**config.mk**
```make
export PLATFORM = sky130hd
export DESIGN_NAME = mcp3x08_scanner
export DESIGN_NICKNAME = d
export VERILOG_FILES = /design/src/rtl/mcp3x08_scanner.sv
export SDC_FILE = /design/constraint.sdc
export NUM_CORES = 1
export LEC_CHECK = 0
export ABC_AREA = 0
export CORE_UTILIZATION = 39
export CTS_CLUSTER_DIAMETER = 30
export DETAILED_ROUTE_END_ITERATION = 8
export PLACE_DENSITY_LB_ADDON = 0.05
export SLEW_MARGIN = 20
export SYNTH_ARGS = -nofsm -noshare
export SYNTH_HDL_FRONTEND = slang
export SYNTH_SLANG_ARGS = --single-unit
```
**constraint.sdc**
```tcl
create_clock -name SCLK -period 4.26 [get_ports SCLK]
set_input_delay 0.639 -clock SCLK [delete_from_list [all_inputs] [get_ports SCLK]]
set_output_delay 0.639 -clock SCLK [all_outputs]
set_load 0.03 [all_outputs]
```
**src/rtl/mcp3x08_scanner.sv**
```systemverilog
// Round-robin SPI scanner for MCP3008 (10-bit) / MCP3208 (12-bit) ADCs, one 24-bit frame per conversion.
// Define MCP_OVERSAMPLE_EN to average four consecutive conversions of a channel per published sample.
module mcp3x08_scanner #(
  parameter int ADC_BITS = 10,
  parameter int CHANNELS = 8,
  parameter int CS_GAP   = 2
) (
  input  logic                         SCLK,
  input  logic                         reset_n,
  input  logic                         enable,
  input  logic                         diff_mode,
  input  logic [CHANNELS-1:0]          chan_mask,
  input  logic                         SPI_IN,
  output logic                         SPI_OUT,
  output logic                         CS_n,
  output logic                         sample_valid,
  output logic [2:0]                   sample_chan,
  output logic [ADC_BITS-1:0]          sample_data,
  output logic [CHANNELS*ADC_BITS-1:0] ch_data,
  output logic                         busy,
  output logic                         scan_done
);

  localparam logic [1:0] ST_IDLE  = 2'd0;
  localparam logic [1:0] ST_LOAD  = 2'd1;
  localparam logic [1:0] ST_SHIFT = 2'd2;
  localparam logic [1:0] ST_GAP   = 2'd3;

  localparam int START_POS = ADC_BITS + 6;
  localparam int GAP_W     = (CS_GAP > 1) ? $clog2(CS_GAP) : 1;

  logic [1:0]          state;
  logic [4:0]          bit_cnt;
  logic [4:0]          tx_pos;
  logic [GAP_W-1:0]    gap_cnt;
  logic [2:0]          chan_q;
  logic [2:0]          last_chan;
  logic [2:0]          next_chan;
  logic [2:0]          high_chan;
  logic                last_valid;
  logic                next_found;
  logic                sgl_q;
  logic                tx_bit;
  logic                start_ok;
  logic                frame_last;
  logic                new_group;
  logic                group_open;
  logic [CHANNELS-1:0] mask_q;
  logic [ADC_BITS-1:0] rx_shift;
  logic [ADC_BITS-1:0] pub_data;

  assign start_ok = enable && (|chan_mask);
  assign busy     = (state != ST_IDLE);

  // Lowest enabled channel strictly above the last one converted, wrapping to the lowest enabled one.
  always_comb begin
    next_chan  = '0;
    next_found = 1'b0;
    for (int i = CHANNELS - 1; i >= 0; i--) begin
      if (chan_mask[i] && (!last_valid || (3'(i) > last_chan))) begin
        next_chan  = 3'(i);
        next_found = 1'b1;
      end
    end
    if (!next_found) begin
      for (int i = CHANNELS - 1; i >= 0; i--) begin
        if (chan_mask[i]) next_chan = 3'(i);
      end
    end
  end

  always_comb begin
    high_chan = '0;
    for (int i = 0; i < CHANNELS; i++) begin
      if (mask_q[i]) high_chan = 3'(i);
    end
  end

  // Command bit for the counter position the next SHIFT cycle will present.
  always_comb begin
    tx_pos = bit_cnt - 5'd1;
    tx_bit = 1'b0;
    if (int'(tx_pos) == START_POS)          tx_bit = 1'b1;
    else if (int'(tx_pos) == START_POS - 1) tx_bit = sgl_q;
    else if (int'(tx_pos) == START_POS - 2) tx_bit = chan_q[2];
    else if (int'(tx_pos) == START_POS - 3) tx_bit = chan_q[1];
    else if (int'(tx_pos) == START_POS - 4) tx_bit = chan_q[0];
  end

`ifdef MCP_OVERSAMPLE_EN
  logic [1:0]          os_cnt;
  logic [ADC_BITS+1:0] acc;
  logic [ADC_BITS+1:0] acc_sum;

  assign acc_sum    = acc + {2'b00, rx_shift};
  assign pub_data   = acc_sum[ADC_BITS+1:2];
  assign frame_last = (os_cnt == 2'd3);
  assign new_group  = (os_cnt == 2'd0);
  assign group_open = (os_cnt != 2'd0);

  // os_cnt wraps 3 -> 0 after the fourth frame, reopening channel selection.
  always_ff @(posedge SCLK or negedge reset_n) begin
    if (!reset_n) begin
      os_cnt <= 2'd0;
      acc    <= '0;
    end else if (state == ST_LOAD && os_cnt == 2'd0) begin
      acc <= '0;
    end else if (state == ST_SHIFT && bit_cnt == 5'd0) begin
      acc    <= acc_sum;
      os_cnt <= os_cnt + 2'd1;
    end
  end
`else
  assign pub_data   = rx_shift;
  assign frame_last = 1'b1;
  assign new_group  = 1'b1;
  assign group_open = 1'b0;
`endif

  always_ff @(posedge SCLK or negedge reset_n) begin
    if (!reset_n) begin
      state        <= ST_IDLE;
      bit_cnt      <= '0;
      gap_cnt      <= '0;
      chan_q       <= '0;
      last_chan    <= '0;
      last_valid   <= 1'b0;
      sgl_q        <= 1'b0;
      mask_q       <= '0;
      SPI_OUT      <= 1'b0;
      CS_n         <= 1'b1;
      sample_valid <= 1'b0;
      sample_chan  <= '0;
      sample_data  <= '0;
      ch_data      <= '0;
      scan_done    <= 1'b0;
    end else begin
      sample_valid <= 1'b0;
      scan_done    <= 1'b0;
      case (state)
        ST_IDLE: begin
          if (start_ok) state <= ST_LOAD;
        end
        ST_LOAD: begin
          if (new_group) begin
            chan_q     <= next_chan;
            last_chan  <= next_chan;
            last_valid <= 1'b1;
            mask_q     <= chan_mask;
            sgl_q      <= ~diff_mode;
          end
          bit_cnt <= 5'd23;
          CS_n    <= 1'b0;
          SPI_OUT <= 1'b0;
          state   <= ST_SHIFT;
        end
        ST_SHIFT: begin
          if (bit_cnt == 5'd0) begin
            state   <= ST_GAP;
            CS_n    <= 1'b1;
            SPI_OUT <= 1'b0;
            gap_cnt <= GAP_W'(CS_GAP - 1);
            if (frame_last) begin
              sample_valid <= 1'b1;
              sample_chan  <= chan_q;
              sample_data  <= pub_data;
              scan_done    <= (chan_q == high_chan);
              for (int i = 0; i < CHANNELS; i++) begin
                if (chan_q == 3'(i)) ch_data[i*ADC_BITS +: ADC_BITS] <= pub_data;
              end
            end
          end else begin
            bit_cnt <= bit_cnt - 5'd1;
            SPI_OUT <= tx_bit;
          end
        end
        ST_GAP: begin
          if (gap_cnt == '0) state <= (group_open || start_ok) ? ST_LOAD : ST_IDLE;
          else gap_cnt <= gap_cnt - GAP_W'(1);
        end
        default: state <= ST_IDLE;
      endcase
    end
  end

  // DOUT is sampled mid-bit on the falling edge; only the last ADC_BITS bits survive the shift.
  always_ff @(negedge SCLK or negedge reset_n) begin
    if (!reset_n) rx_shift <= '0;
    else if (state == ST_SHIFT) rx_shift <= {rx_shift[ADC_BITS-2:0], SPI_IN};
  end

endmodule

```
## After elaboration in Yosys (flattened, before gate mapping)

Index checks and enable logic that the tools add are counted.

| cells by class | value |
|---|---|
| add/subtract/negate cells | 2 |
| order comparisons | 8 |
| equal/unequal tests | 20 |
| muxes and demuxes | 54 |
| bitwise gates (word level) | 1 |
| reductions and logical operators | 38 |

Operators with widths:

| kind | number |
|---|---|
| $mux 3 | 23 |
| $reduce_and 3->1 | 9 |
| $eq 5x5->1 const B | 5 |
| $mux 1 | 22 |
| $eq 3x3->1 const B | 4 |
| $gt 3x3->1 const A | 4 |
| $pmux 5 s2 | 1 |
| $logic_and 1x1->1 | 9 |
| $logic_or 1x1->1 | 8 |
| $ne 2x2->1 const B | 4 |
| $pmux 2 s4 | 1 |
| $reduce_and 2->1 | 4 |
| $reduce_or 8->1 | 1 |
| $eq 3x2->1 const B | 2 |
| $gt 1x3->1 const A | 2 |
| $gt 2x3->1 const A | 2 |
| $mux 2 | 3 |
| $pmux 1 s2 | 3 |
| $reduce_bool 2->1 | 3 |
| $logic_not 5->1 | 1 |
| $mux 5 | 1 |
| $sub 5x1->5 const B | 1 |
| $eq 2x2->1 const B | 2 |
| $eq 3x1->1 const B | 1 |
| 7 further kinds | 7 |

| word-level totals | value |
|---|---|
| bits in registers | 128 |
| output and inout bits | 98 |
| word-level logic and storage cells | 145 |

## Longest topological paths before layout

Gate-level depths: netlist of run 1.

| logic depth | value |
|---|---|
| word-level depth | 20 |
| depth in mapped cells | 8 |
| depth with buffers taken out | 7 |

==> impl_metrics.csv, run 1 <==
group,metric,value,unit
run_status,status,"completed",
global_route,grt.overflow.total,0,
synth,synthesis.area,5584,um2
timing,finalHoldViolCount,0,
synth,synthMuxAreaShare,0.2017,
global_route,grt_pass1_vias,3819,
pwr,leakagePower,3.379,nW
routing,firstDrtPassIters,4,
routing,drtIter0Drc,201,
global_route,antenna_found_initial,0,
timing,relSlewSlack,0.4223,
critical_path,cp_max_fo,11,
critical_path,cp_num_buf_inv,1,
routing,drc,0,
critical_path,worstPathCellList,"inv_1 -> ha_1 -> mux2_2",
critical_path,cp_slowest_stage_delay,470,ps
timing,timing.setup.tns,0,ps
routing,viasPerCell,5.144,
timing,fin_skew,29.03,ps
timing,whs,460.2,ps
layout,final_common_cell,"dfrtp_1",
synth,synth_edf_count,0,
synth,syn_inst,446,
routing,avgRoutedWirePerCell,17.77,um
critical_path,arrival,1810,ps
layout,final_nets,572,
synth,yosys.area_share.simple,0.09366,
global_route,grt_pass1_wl,21220,um
timing,rsz0062_at_grt,"no",
die,initial_core_util,0.4007,
layout,layout-drive-gt1-share,0.2420,
global_route,grt_max_degree,63,
critical_path,crit_family,"adder cells",
placed_design,portBuffers,110,
timing,worstMarginPinSlew,860.1,ps
synth,ys_async_sr_fraction,1.000,
timing,drv_slew,0,
critical_path,critPathRequiredTime,2360,ps
synth,synthAdderAreaFrac,0.02017,
placed_design,hpwl,8828,um
clocking,clock_path_buffers,2,
min_path,hold_path_class,"input pin to asynchronous set/reset pin",
placed_design,gp_congestion,0.8532,
critical_path,crit_type,"flop to flop",
clocking,cts_setup_buffers,0,
die,die_y,121.7,um
layout,final_cell_mix,"dfrtp_1 (116), clkdlybuf4s50_1 (109), mux2_2 (84), nand2_1 (55), o21ai_0 (19)",
clocking,root_buffer,"clkbuf_16",
synth,yosys_warnings,0,
synth,synthFlopType,"dfrtp_1",
synth,synth-compound-area-share,0.07372,
synth,synth-seq-cells,127,
synth,avgSynthCellArea,12.52,um2
routing,ant_nets,0,
pwr,power.density,535.4,nW/um2
critical_path,cp_slowest_cell,"ha_1",
global_route,grt_usage,0.1946,
clocking,clk_pin_slew,60,ps
die,placeableCoreArea,13930,um2
clocking,htree_levels,4,
synth,synth_top_family_by_area,"multiplexers",
critical_path,cp-end-kind,"flop",
synth,ys_seq_area_frac,0.5693,
clocking,worstSkewPairLatency,420,ps
clocking,hold_buffers,0,
die,num_rows,43,
layout,area.growth.synth_to_final,31.64,%
flow_run,drv_cap,0,
synth,synth_cell_type_count,57,
clocking,cts_tree,"done",
clocking,cts_sinks,127,
die,io_pins,111,
synth,synth_xor_area_frac,0.003137,
timing,finalSetupViolCount,0,
routing,wirelength,13190,um
routing,num_vias,3817,
die,die_area,14800,um2
clocking,cts_resized,0,
synth,synth_fp_nets,468,
layout,insertedDiodeCount,0,
critical_path,cp-start-kind,"flop",
pwr,peakVddDrop,0.0003024,V
clocking,cts_buffers,17,
die,die_w,121.7,um
[report_power, final]
part           switching, W  total (W)  internal, W  leakage (nW)
registers          0.000339    0.00171      0.00137          1.65
clock network      0.000515    0.00137     0.000852         0.262
logic              0.000466   0.000859     0.000393          1.47
[area by class of cell]
class / count / area, um2
clock buffers: 20 / 436.7
clock inverters: 11 / 118.9
fillers: 1201 / 6584
inverters: 18 / 67.56
multi-input cells: 272 / 2191
flip-flops and latches: 127 / 3179
well taps: 180 / 225.2
repair buffers: 114 / 1132
[cells in the mapped netlist, types with 3 or more instances]
master	n	area share
a21boi_0	3	0.0040
a21oi_1	7	0.0063
a22oi_1	4	0.0054
a31oi_1	3	0.0034
buf_2	5	0.0045
buf_6	3	0.0060
clkbuf_1	16	0.011
dfrtn_1	10	0.045
dfrtp_1	116	0.52
ha_1	9	0.020
inv_1	16	0.011
mux2_2	84	0.17
mux2_4	10	0.027
mux2i_1	3	0.0054
nand2_1	55	0.037
nand3_1	8	0.0072
nand4_1	3	0.0034
nor2_1	9	0.0060
o21ai_0	19	0.017
o21bai_1	3	0.0040
o31a_1	3	0.0047
o31ai_1	4	0.0054
or2_2	3	0.0034
or4_1	3	0.0040
[cells by family after synthesis]
family | after synthesis
buf+inv | 47
simple gates | 102
mux | 97
flops | 127
compound gates | 62
fa+ha+maj | 9
xor+xnor | 2
[through the flow]
step	power (W)	std cells	util	worst slack (ps)	cell area (um2)
floorplan	0.002262	446	-	326.6	5584
finish	0.003936	742	0.5275	551.3	7351
global route	0.004153	742	0.5275	448.4	7351
CTS	0.003980	742	0.5275	516.1	7351
detailed placement	0.002596	711	0.4877	562.0	6795
global placement	0.002571	711	0.4877	613.1	6795
[worst paths after layout]
| check | startpoint | end | slack [ps] | cells past startpoint |
|---|---|---|---|---|
| min in group SCLK | sample_data[7] | sample_data[7] | 470 | 2 |
| setup reg to reg | state[0] | pub_data[8] | 550 | 3 |
| hold reg to reg | sample_data[7] | sample_data[7] | 470 | 2 |
| hold / removal | reset_n | mask_q[5] | 460 | 2 |
| setup / recovery | state[0] | pub_data[8] | 550 | 3 |
| max in group asynchronous | reset_n | pub_data[8] | 2020 | 1 |
[worst register-to-register path, delay by kind of cell, from the launching register on]
family	cells	cell delay, ps
fa+ha+maj	1	470
buf+inv	1	120
flops	1	420
mux	1	390
[metal layers]
layer / track usage / share of wire / up-vias
li1: - / - / 1792
met3: 0.05665 / 0.052 / 19
met5: 0 / 0 / -
met2: 0.3004 / 0.48 / 109
met4: 0.07099 / 0.013 / 0
met1: 0.2597 / 0.46 / 1897
[flip-flops by register name (all words and copies together) (netlist names)]
name and cells:
pub_data 10, ch_data 80, sample_valid 1, state 2, CS_n 1, last_valid 1, scan_done 1, sgl_q 1
sample_chan 3, gap_cnt 1, mask_q 7, bit_cnt 5, last_chan 3, SPI_OUT 1, sample_data 10
No activity file was read; power rests on OpenSTA's default activity.
==> run 2, diff against run 1 <==
--- a/config.mk
+++ b/config.mk
@@ -6,7 +6,7 @@
 export NUM_CORES = 1
 export LEC_CHECK = 0
 export ABC_AREA = 0
-export CORE_UTILIZATION = 39
+export CORE_UTILIZATION = 50
 export CTS_CLUSTER_DIAMETER = 30
 export DETAILED_ROUTE_END_ITERATION = 8
 export PLACE_DENSITY_LB_ADDON = 0.05
==> impl_metrics.csv, run 2 (synthesis gave the netlist of run 1 again) <==
group,metric,value,unit
global_route,grt_usage,0.2377,
die,die_y,107.7,um
pwr,p_seq_frac,0.437,
die,initial_core_util,0.5151,
die,placeableCoreArea,10840,um2
die,die_area,11600,um2
flow_run,drv_cap,0,
timing,worstMarginPinSlew,895.0,ps
critical_path,ff2ff_setup_slack,480,ps
run_status,status,"completed",
placed_design,portBuffers,110,
timing,relSlewSlack,0.3989,
critical_path,cp-end-kind,"flop",
die,die_w,107.7,um
timing,rsz0062_at_grt,"no",
pwr,power.density,535.9,nW/um2
placed_design,gp_congestion,0.8648,
layout,layout-drive-gt1-share,0.2456,
routing,viasPerCell,5.537,
critical_path,rr_worst_depth,3,
routing,drc,0,
global_route,grt.overflow.total,0,
pwr,peakVddDrop,0.0002733,V
clocking,clock_path_buffers,2,
timing,finalHoldViolCount,0,
clocking,worstSkewPairLatency,510,ps
critical_path,cp-start-kind,"flop",
routing,num_vias,3887,
pwr,leakagePower,3.381,nW
pwr,power.share.clock,0.341,
die,num_rows,38,
timing,timing.setup.tns,0,ps
timing,fin_ws,476.7,ps
die,io_pins,111,
critical_path,arrival,1930,ps
routing,wirelength,12810,um
placed_design,hpwl,8508,um
critical_path,r2r_end,"pub_data[0]",
pwr,switching_share,0.3367,
clocking,root_buffer,"clkbuf_8",
clocking,cts_sinks,127,
timing,drv_slew,0,
timing,finalSetupViolCount,0,
min_path,hold_path_class,"input pin to asynchronous set/reset pin",
layout,fill_cells,816,
placed_design,dp_slack,584.3,ps
global_route,grt_pass1_vias,3836,
pwr,p_int,0.002594,W
clocking,cts_tree,"done",
layout,final_common_cell,"dfrtp_1",
global_route,grt_max_degree,53,
global_route,antenna_found_initial,0,
layout,utilization,0.6732,
layout,final_cell_mix,"dfrtp_1 (116), clkdlybuf4s50_1 (109), mux2_2 (84), nand2_1 (55), o21ai_0 (19)",
routing,avgRoutedWirePerCell,18.25,um
critical_path,cp_max_fo,11,
clocking,cts_buffers,17,
layout,largest_reg_flops,80,
routing,firstDrtPassIters,6,
clocking,cts_resized,0,
routing,drtIter0Drc,126,
critical_path,r2r_start,"state[0]",
layout,final_nets,572,
timing,fin_skew,73.02,ps
clocking,clk_pin_slew,60,ps
clocking,htree_levels,4,
layout,area.growth.synth_to_final,30.70,%
clocking,cts_setup_buffers,0,
layout,top_register,"ch_data",
critical_path,critPathRequiredTime,2410,ps
routing,ant_nets,0,
critical_path,crit_type,"flop to flop",
clocking,hold_buffers,0,
pwr,combinationalPowerShare,0.222,
layout,insertedDiodeCount,0,
global_route,grt_pass1_wl,20570,um
pwr,power.switching,0.001317,W
run 2: area by class of cell:
class	instances	area, um2	share of cell area
timing repair buffer	114	1129	0.1546
multi-input combinational	272	2191	0.3002
clock buffer	22	473.0	0.06480
inverter	18	67.56	0.009258
clock inverter	9	83.83	0.01149
sequential	127	3179	0.4356
tap	140	175.2	0.02400
run 2: power groups by stage:
stage          clock network (W)  registers [W]  logic, W
2_1_floorplan                  0        0.00154  0.000722
3_3_place_gp                   0        0.00171  0.000831
3_5_place_dp                   0        0.00172  0.000859
4_1_cts                  0.00136        0.00170  0.000870
5_1_grt                  0.00141        0.00174  0.000961
6_report                 0.00134        0.00171  0.000868
run 2: worst max-delay path: stages (launching register included):
cell	delay (ps)
dfrtp_1	430
inv_1	130
ha_1	470
mux2_2	390
run 2: metal layers:
| metal | vias up | track usage | share of wire |
|---|---|---|---|
| li1 | 1786 | - | - |
| met1 | 1950 | 0.3272 | 0.46 |
| met2 | 139 | 0.3631 | 0.48 |
| met3 | 12 | 0.06356 | 0.058 |
| met4 | 0 | 0.08219 | 0.0099 |
| met5 | - | 0 | 0 |
run 2: how the worst max path moves through the flow:
stage	cells after the start	from	endpoint	slack, ps
3_3_place_gp	2	SPI_IN	pub_data[0]	620
6_report	3	state[0]	pub_data[0]	480
3_5_place_dp	3	state[0]	pub_data[4]	580
5_1_grt	3	state[0]	pub_data[8]	420
2_1_floorplan	5	state[0]	pub_data[5]	330
4_1_cts	3	state[0]	pub_data[0]	490
run 2: per-stage QoR:
| step | area [um2] | cells | total power (W) | hold WS [ps] |
|---|---|---|---|---|
| detailed placement | 6741 | 671 | 0.002584 | 463.3 |
| global placement | 6741 | 671 | 0.002542 | 458.2 |
| global route | 7298 | 702 | 0.004113 | 131.8 |
| floorplan | 5584 | 446 | 0.002262 | 343.4 |
| finish | 7298 | 702 | 0.003911 | 95.69 |
| CTS | 7298 | 702 | 0.003933 | 106.8 |
==> run 3, diff against run 2 <==
--- a/config.mk
+++ b/config.mk
@@ -9,6 +9,7 @@
 export CORE_UTILIZATION = 50
 export CTS_CLUSTER_DIAMETER = 30
 export DETAILED_ROUTE_END_ITERATION = 8
+export GPL_ROUTABILITY_DRIVEN = 1
 export PLACE_DENSITY_LB_ADDON = 0.05
 export SLEW_MARGIN = 20
 export SYNTH_ARGS = -nofsm -noshare
==> results of run 3 <==
The final DEF is identical to that of run 2; final timing and power are the same.
